File: src/rtl/grid_row_reader_if.sv
// Handshake bundle between a grid producer/row sink (master) and the row reader (slave).
`timescale 1ns/1ps
interface grid_row_reader_if #(
  parameter int unsigned DROP_W = 8
);
  logic [63:0]       grid_in;
  logic              grid_valid;
  logic [7:0]        row_out;
  logic [2:0]        row_idx;
  logic              row_valid;
  logic              row_ready;
  logic              frame_start;
  logic              frame_end;
  logic              busy;
  logic [DROP_W-1:0] drop_count;

  modport master (
    output grid_in, grid_valid, row_ready,
    input  row_out, row_idx, row_valid, frame_start, frame_end, busy, drop_count
  );

  modport slave (
    input  grid_in, grid_valid, row_ready,
    output row_out, row_idx, row_valid, frame_start, frame_end, busy, drop_count
  );
endinterface

File: src/rtl/grid_row_reader.sv
// Snapshots 64-bit Life generations and streams them row by row over valid/ready,
// with a one-deep pending buffer and a saturating drop counter.
`timescale 1ns/1ps
module grid_row_reader #(
  parameter int unsigned DROP_W = 8
) (
  input logic             clk,
  input logic             reset,
  grid_row_reader_if.slave bus
);
  typedef enum logic [0:0] {StIdle, StSend} state_e;

  state_e            state;
  logic [63:0]       active;
  logic [63:0]       pending;
  logic              pend_full;
  logic [2:0]        idx;
  logic [DROP_W-1:0] drop_cnt;

  logic xfer;
  logic frame_done;

  assign xfer       = (state == StSend) && bus.row_ready;
  assign frame_done = xfer && (idx == 3'd7);

  always_ff @(posedge clk or posedge reset) begin
    if (reset) begin
      state     <= StIdle;
      active    <= '0;
      pending   <= '0;
      pend_full <= 1'b0;
      idx       <= '0;
      drop_cnt  <= '0;
    end else begin
      unique case (state)
        StIdle: begin
          if (bus.grid_valid) begin
            active <= bus.grid_in;
            idx    <= '0;
            state  <= StSend;
          end
        end
        StSend: begin
          if (frame_done) begin
            // A generation arriving on the frame-done edge is never dropped.
            if (pend_full) begin
              active <= pending;
              idx    <= '0;
              if (bus.grid_valid) pending <= bus.grid_in;
              else                pend_full <= 1'b0;
            end else if (bus.grid_valid) begin
              active <= bus.grid_in;
              idx    <= '0;
            end else begin
              idx   <= '0;
              state <= StIdle;
            end
          end else begin
            if (xfer) idx <= idx + 3'd1;
            if (bus.grid_valid) begin
              if (!pend_full) begin
                pending   <= bus.grid_in;
                pend_full <= 1'b1;
              end else if (drop_cnt != {DROP_W{1'b1}}) begin
                drop_cnt <= drop_cnt + 1'b1;
              end
            end
          end
        end
        default: state <= StIdle;
      endcase
    end
  end

  assign bus.row_out     = active[8*idx +: 8];
  assign bus.row_idx     = idx;
  assign bus.row_valid   = (state == StSend);
  assign bus.frame_start = bus.row_valid && (idx == 3'd0);
  assign bus.frame_end   = bus.row_valid && (idx == 3'd7);
  assign bus.busy        = (state == StSend) || pend_full;
  assign bus.drop_count  = drop_cnt;
endmodule
File: src/flat_wrapper.sv
// flat-port wrapper written by rule: the top's interface ports become plain ports
module grid_row_reader_flat 
#(
  parameter int unsigned DROP_W = 8
)
  (clk, reset, bus_grid_in, bus_grid_valid, bus_row_ready, bus_row_out, bus_row_idx, bus_row_valid, bus_frame_start, bus_frame_end, bus_busy, bus_drop_count);
  grid_row_reader_if #(.DROP_W(DROP_W)) bus_i ();
  input logic clk;
  input logic reset;
  input wire logic [$bits(bus_i.grid_in)-1:0] bus_grid_in;
  input wire logic [$bits(bus_i.grid_valid)-1:0] bus_grid_valid;
  input wire logic [$bits(bus_i.row_ready)-1:0] bus_row_ready;
  output wire logic [$bits(bus_i.row_out)-1:0] bus_row_out;
  output wire logic [$bits(bus_i.row_idx)-1:0] bus_row_idx;
  output wire logic [$bits(bus_i.row_valid)-1:0] bus_row_valid;
  output wire logic [$bits(bus_i.frame_start)-1:0] bus_frame_start;
  output wire logic [$bits(bus_i.frame_end)-1:0] bus_frame_end;
  output wire logic [$bits(bus_i.busy)-1:0] bus_busy;
  output wire logic [$bits(bus_i.drop_count)-1:0] bus_drop_count;
  assign bus_i.grid_in = bus_grid_in;
  assign bus_i.grid_valid = bus_grid_valid;
  assign bus_i.row_ready = bus_row_ready;
  assign bus_row_out = bus_i.row_out;
  assign bus_row_idx = bus_i.row_idx;
  assign bus_row_valid = bus_i.row_valid;
  assign bus_frame_start = bus_i.frame_start;
  assign bus_frame_end = bus_i.frame_end;
  assign bus_busy = bus_i.busy;
  assign bus_drop_count = bus_i.drop_count;
  grid_row_reader #(.DROP_W(DROP_W)) u_core (.clk(clk), .reset(reset), .bus(bus_i));
endmodule
File: config.mk
export PLATFORM = sky130hd
export DESIGN_NAME = grid_row_reader_flat
export DESIGN_NICKNAME = d
export VERILOG_FILES = /design/src/rtl/grid_row_reader_if.sv /design/src/rtl/grid_row_reader.sv /design/src/flat_wrapper.sv
export SDC_FILE = /design/constraint.sdc
export NUM_CORES = 1
export LEC_CHECK = 0
export ABC_CLOCK_PERIOD_IN_PS = 7100
export BUFFER_PORTS_ARGS = -buffer_cell sky130_fd_sc_hd__buf_2
export CORE_MARGIN = 2
export CORE_UTILIZATION = 60
export CTS_BUF_LIST = sky130_fd_sc_hd__clkbuf_8
export DETAILED_ROUTE_END_ITERATION = 6
export PLACE_DENSITY = 0.83
export SLEW_MARGIN = 20
export SYNTH_ARGS = -nofsm -noshare
export SYNTH_HDL_FRONTEND = slang
export SYNTH_SLANG_ARGS = --single-unit
File: constraint.sdc
create_clock -name clk -period 7.1 [get_ports clk]
set_clock_uncertainty 0.2 [all_clocks]
set_input_delay 0 -clock clk [delete_from_list [all_inputs] [get_ports clk]]
set_output_delay 0 -clock clk [all_outputs]
set_load 0.01 [all_outputs]
==> results of run 1 <==
metrics by stage:
step | total power [W] | cell area [sq um] | utilization | hold slack [ns]
global placement | 0.00257 | 6940 | 0.646 | -0.00506
detailed placement | 0.00264 | 6950 | 0.646 | 0.0104
finish | 0.00341 | 8080 | 0.752 | 0.0616
CTS | 0.00338 | 8050 | 0.749 | 0.0807
global route | 0.00358 | 8080 | 0.752 | 0.126
floorplan | 0.00230 | 6560 | - | -0.0750
sequential cells by signal, summed over array words and instances (netlist names):
signal,cells
u_core.pend_full,1
u_core.bus.row_idx,3
u_core.pending,64
u_core.bus.row_valid,1
u_core.active,64
u_core.bus.drop_count,8
metal layers:
layer / part of all wire / vias to the layer above / wire [microns] / track usage
met5: 0 / - / 0 / 0
li1: - / 2182 / - / -
met4: 0.027 / 0 / 431 / 0.121
met1: 0.41 / 2469 / 6620 / 0.383
met2: 0.49 / 221 / 7900 / 0.466
met3: 0.070 / 43 / 1130 / 0.0796
kinds of logic (layout without fill, tap and decap cells):
logic type               Yosys count  after routing  synth area share
flip-flops                       141            141             0.538
AO/OA/AOI/OAI                    140            140             0.122
AND/OR/NAND/NOR                   95             95            0.0603
multiplexers                      93             93             0.221
buffers and inverters             44            197            0.0454
adder cells (fa/ha/maj)            4              4           0.00763
XOR/XNOR                           4              4           0.00534
layout make-up:
type                            count  area (sq um)  share of cell area
Clock buffer                       22           303              0.0375
Tap cell                          140           175              0.0217
Clock inverter                     10           120              0.0149
Timing Repair Buffer              161          1170               0.145
Inverter                            4          20.0             0.00248
Multi-Input combinational cell    336          2760               0.342
Sequential cell                   141          3530               0.437
synthesized netlist by cell type:
library cell    n
and3_4          1
mux4_2         16
inv_1           4
o22ai_1        64
a32o_1          1
mux2_4         60
xor2_1          1
buf_1           5
nand3_1         3
and2_1          2
nand2b_1        2
mux2_2         11
or2_2           1
ha_1            4
a211oi_1        1
xnor2_1         3
and4_1          1
nand4_1         2
buf_6           1
a22o_1          1
nor3_1          2
and3_1          1
o21ai_0         2
mux2_1          6
nor2_1         69
a21oi_2         1
a21oi_1        68
dfrtp_1       141
a21boi_0        1
nand2_1        11
buf_12          7
clkbuf_1       18
buf_2           9
a31oi_1         1
repair_timing:
item / in CTS / in global routing
endpoints found under the hold margin: 226 / 0
hold buffers: 68 / 0
setup buffers: 0 / 0
power by group through the flow:
stage	logic [W]	registers (W)	clock network, W
3_5_place_dp	0.00116	0.00148	0
6_report	0.00122	0.00151	0.000684
3_3_place_gp	0.00111	0.00146	0
5_1_grt	0.00132	0.00154	0.000723
4_1_cts	0.00121	0.00148	0.000685
2_1_floorplan	0.000928	0.00138	0
critical path, delay by kind of cell, from the launching register on:
family / cells / cell delay [ns]
flip-flops: 1 / 0.93
AND/OR/NAND/NOR: 2 / 0.86
adder cells (fa/ha/maj): 2 / 0.52
multiplexers: 1 / 0.35
buffers and inverters: 1 / 0.32
XOR/XNOR: 1 / 0.15
worst paths after layout:
path / to / slack, ns
worst max register to register: u_core.pending[62] / 3.62
worst min-delay path: u_core.pending[29] / 0.06
worst max-delay path: u_core.pending[62] / 3.62
worst min register to register: u_core.pending[0] / 0.29
max in group asynchronous: u_core.bus.row_idx[0] / 5.45
min in group clk: u_core.pending[0] / 0.13
==> metrics.txt, run 1 <==
WL per Instance about 20 microns; pre-CTS setup slack between 3 and 4 ns; status finished clean; CTS tree done; Reg power frac 0.442; Placed Instances between 700 and 800; clock latency on the worst-skew pair around 0.45 ns; ANT cells 0; CP peak stage delay between 0.9 and 1 ns; synthesis-to-finish area growth 23.3%; sequential fraction of the synthesis area 0.538; commonest cells after routing, fill and taps aside dfrtp_1 (140), buf_2 (90), nor2_1 (69); YS warnings 0; 1st-iter DRT viols between 400 and 500; Slew HR 0.405; CTS max path bufs 2; H-tree levels 4; Syn Area/Cell approximately 13 sq um; Setup Viol. Count Final 0; hold crit path type input pin to asynchronous set/reset pin; Worst Tran Pin Value ~0.9 ns; Worst-path clk slew around 0.080 ns; Setup CP Type flop to flop; RR Startpoint u_core.bus.row_idx[1]; number of CTS-inserted buffers 17; via/cell ratio about 6.0; net switching power between 0.001 and 0.0015 W; drt pass-1 iters 5; pin count of the biggest net entering global routing 90; clock share of power 0.201; share of the synthesized area in the top cell type 0.538; Distinct cells, synth 34; IO Pins about 90; Vias about 4900; Mapped Nets slightly below 600; RSZ-0062 raised after global routing false; Layout Cells excl Fill 814; final wirelength between 15000 and 20000 microns; Pwr Density approximately 420 nW/um^2; nets 733; cell mode on critical path ha_1; Total Routing Usage GR 0.293; # resized after CTS 0; crit end category flop; crit-path cells ha_1 -> ha_1 -> and2_1 -> xnor2_1 -> and3_4 -> buf_16 -> mux2_1; final worst setup slack 3.62 ns; Port Buffer Count 90; Worst Path Required between 7 and 8 ns; commonest non-fill, non-tap cell in the layout dfrtp_1; grt total ovfl 0; total clock sinks 141; largest fanout on the critical path 34; Setup TNS Final 0 ns; core footprint 10700 sq um; initial antenna violation count 0; RePlAce Congestion between 0.8 and 0.9; CP Launch Type flop; top cells by area, synth dfrtp_1 (54%), mux2_4 (14%), o22ai_1 (6.1%); fill count between 600 and 700; P_int between 0.002 and 0.0025 W; Cells after Synth ~520; Final period util 0.490; first-pass GRT wire length around 26000 microns; WP data arrival 3.61 ns; Register-to-Register Path Depth 7; Die X between 100 and 150 microns; DRT antenna net count 0; area leader, netlist dfrtp_1; # rows 38; DRC viols 0; CP startpoint u_core.bus.row_idx[1]; worst vdd ir ~0.00026 V; fmax around 290 MHz; Chip Height approximately 110 microns; Starting Density 0.610; die area around 12000 sq um; layout cells sized above 1 0.320; CTS root buf clkbuf_8; Sw Share 0.327; final hold violation count 0; Post-Syn Area 6560 sq um; DP HPWL slightly above 9000 microns; Tmin final 3.48 ns; Synth Register Bits about 140; P_leak about 3.6 nW; Pins Over Slew Limit 0; Critical-path top delay cell dfrtp_1; MaxCap Viol Count 0; Logic pwr share 0.358; via count of the first global-routing pass between 5000 and 6000
Power figures use the tool's default switching activity.
==> run 2: changes to the inputs <==
--- a/config.mk
+++ b/config.mk
@@ -5,7 +5,7 @@
 export SDC_FILE = /design/constraint.sdc
 export NUM_CORES = 1
 export LEC_CHECK = 0
-export ABC_CLOCK_PERIOD_IN_PS = 7100
+export ABC_CLOCK_PERIOD_IN_PS = 3400
 export BUFFER_PORTS_ARGS = -buffer_cell sky130_fd_sc_hd__buf_2
 export CORE_MARGIN = 2
 export CORE_UTILIZATION = 60
==> constraint.sdc (replaced) <==
create_clock -name clk -period 3.4 [get_ports clk]
set_clock_uncertainty 0.2 [all_clocks]
set_input_delay 0 -clock clk [delete_from_list [all_inputs] [get_ports clk]]
set_output_delay 0 -clock clk [all_outputs]
set_load 0.01 [all_outputs]
==> run 2 against run 1 <==
Worst hold slack improved by 0.036 ns. Count of clock-buffer cells in the layout is the same. Total power increased by 100%. Sequential share of layout area about the same. Wire length increased by 1.8%. Combinational power up 120%. Non-clock buffer count up 8. Global-route usage rose by 0.53 points. Worst setup slack lost 3.0 ns. Critical path depth down 1. Flip-flop and latch count did not move. Cell area hardly changed. Critical endpoint is now u_core.pending[0]. Highest routed layer unchanged.
==> metrics.txt, run 2 (synthesis results as in run 1) <==
nets 741 (was 733); WP data arrival 2.94 ns (was 3.61 ns); ANT cells 0 (unchanged); P_int 0.00458 W (was 0.00229 W); DRC viols 0 (unchanged); Sw Share 0.340 (was 0.327); Port Buffer Count 90 (unchanged); CP Launch Type flop (unchanged); CTS Hold Buffers Added 68 (unchanged); worst reg-to-reg setup slack 0.59 ns (was 3.62 ns); synthesis-to-finish area growth 23.2% (was 23.3%); RSZ-0062 raised after global routing false (unchanged); Register-to-Register Path Depth 6 (was 7); Starting Density 0.610 (unchanged); Reg power frac 0.443 (was 0.442); postcts setup bufs 0 (unchanged); commonest non-fill, non-tap cell in the layout dfrtp_1 (unchanged); first-pass GRT wire length 26600 microns (was 25800 microns); P_leak 3.61 nW (was 3.62 nW); Top Family by Delay on Critical Path simple AND/OR/NAND/NOR gates (was flip-flops); CTS tree done (unchanged); CTS root buf clkbuf_8 (unchanged); DRT antenna net count 0 (unchanged); total clock sinks 141 (unchanged); drt pass-1 iters 5 (unchanged); DP HPWL 10000 microns (was 9090 microns); Total Routing Usage GR 0.298 (was 0.293); CP bufs+invs 1 (unchanged); RePlAce Congestion 0.860 (was 0.870); Worst Setup EP u_core.pending[0] (was u_core.pending[62]); via/cell ratio 6.06 (was 6.04); MaxCap Viol Count 0 (unchanged); fill count 640 (was 669); net switching power 0.00236 W (was 0.00111 W); via count of the first global-routing pass 5306 (was 5043); Vias 4979 (was 4915); grt total ovfl 0 (unchanged); fin util 0.752 (about the same); layout cells sized above 1 0.327 (was 0.320); Final period util 0.827 (was 0.490); hold crit path type input pin to asynchronous set/reset pin (unchanged); 1st-iter DRT viols 503 (was 464); crit-path cells ha_1 -> and2_1 -> xnor2_1 -> and3_4 -> buf_12 -> mux2_1 (was ha_1 -> ha_1 -> and2_1 -> xnor2_1 -> and3_4 -> buf_16 -> mux2_1); fmax 356 MHz (was 287 MHz); Worst Path Required 3.53 ns (was 7.22 ns); RR Startpoint u_core.bus.row_idx[2] (was u_core.bus.row_idx[1]); clock latency on the worst-skew pair 0.45 ns (about the same); CP peak stage delay 0.65 ns (was 0.93 ns); WL per Instance 19.9 microns (was 19.8 microns); commonest cells after routing, fill and taps aside dfrtp_1 (141), buf_2 (90), nor2_1 (69) (was dfrtp_1 (140), buf_2 (90), nor2_1 (69)); Tmin final 2.81 ns (was 3.48 ns); # resized after CTS 0 (unchanged); Worst Tran Pin Value 0.956 ns (was 0.893 ns); final wirelength 16400 microns (was 16100 microns); FF-to-FF End u_core.pending[0] (was u_core.pending[62]); Slew HR 0.361 (was 0.405); largest fanout on the critical path 24 (was 34); pin count of the biggest net entering global routing 65 (was 90); Levels on crit path 6 (was 7); Pins Over Slew Limit 0 (unchanged); Critical-path top delay cell dfrtp_1 (unchanged); IO Pins 91 (unchanged); Setup TNS Final 0 ns (unchanged); CP startpoint u_core.bus.row_idx[2] (was u_core.bus.row_idx[1]); # rows 38 (unchanged); clock share of power 0.174 (was 0.201); number of CTS-inserted buffers 17 (unchanged); crit end category flop (unchanged); H-tree levels 4 (unchanged); Logic pwr share 0.383 (was 0.358); CTS max path bufs 2 (unchanged); initial antenna violation count 0 (unchanged); die area 11800 sq um (unchanged); worst vdd ir 0.000496 V (was 0.000264 V); Setup Viol. Count Final 0 (unchanged); Pwr Density 859 nW/um^2 (was 422 nW/um^2); status finished clean (unchanged); core footprint 10700 sq um (unchanged); Die X 109 microns (unchanged); Chip Height 109 microns (unchanged); final hold violation count 0 (unchanged); Setup CP Type flop to flop (unchanged); Worst-path clk slew 0.08 ns (about the same)
==> run 2: cell types whose count changed in the layout (fill, tap and decap cells not counted), sizes merged <==
cell | before | now
buf | 93 | 101
bufinv | 3 | 0
clkinv | 3 | 4
clkinvlp | 0 | 3
inv | 8 | 6
==> run 2: through the flow <==
stage               worst slack [ns]  cells  power (W)  hold slack [ns]  cell area [sq um]
floorplan                       1.09    521    0.00481          -0.0750               6560
global placement               0.797    722    0.00539           0.0325               7050
detailed placement             0.634    722    0.00558           0.0467               7050
CTS                            0.623    821    0.00687            0.113               8080
global route                   0.481    821    0.00731            0.123               8080
finish                         0.589    821    0.00695           0.0976               8080
==> run 2: power by group through the flow <==
stage               combinational, W  clock [W]  sequential (W)
floorplan                    0.00194          0         0.00287
global placement             0.00241          0         0.00298
detailed placement           0.00253          0         0.00305
CTS                          0.00262    0.00121         0.00304
global route                 0.00288    0.00128         0.00315
finish                       0.00266    0.00121         0.00308
==> run 2: layout make-up <==
type | instances | area (sq um) | share of cell area
Tap cell | 140 | 175 | 0.0217
Multi-Input combinational cell | 336 | 2750 | 0.340
Inverter | 4 | 18.8 | 0.00232
Clock buffer | 22 | 303 | 0.0375
Sequential cell | 141 | 3530 | 0.437
Clock inverter | 9 | 46.3 | 0.00573
Timing Repair Buffer | 169 | 1260 | 0.156
==> run 2: metal layers <==
| layer | routed length (microns) | GRT usage | vias to the layer above |
|---|---|---|---|
| li1 | - | - | 2201 |
| met1 | 6840 | 0.393 | 2516 |
| met2 | 7990 | 0.473 | 224 |
| met3 | 1080 | 0.0759 | 38 |
| met4 | 450 | 0.127 | 0 |
| met5 | 0 | 0 | - |
==> run 2: worst min path at each step <==
stage	slack, ns	end	start	cells after the start
2_1_floorplan	-0.08	u_core.bus.row_valid	bus_grid_valid	2
3_3_place_gp	0.03	u_core.pending[3]	reset	2
3_5_place_dp	0.05	u_core.pending[8]	reset	2
4_1_cts	0.11	u_core.pending[14]	reset	3
5_1_grt	0.12	u_core.pending[62]	bus_grid_in[62]	3
6_report	0.1	u_core.pending[30]	reset	3
==> run 2: worst register-to-register path: cells and delay by family (launching register included) <==
family,cells,cell delay (ns)
xor gates and xnor gates,1,0.14
adders and majority gates,1,0.33
buffers and inverters,1,0.28
and+or+nand+nor,2,0.73
muxes,1,0.35
DFF,1,0.65
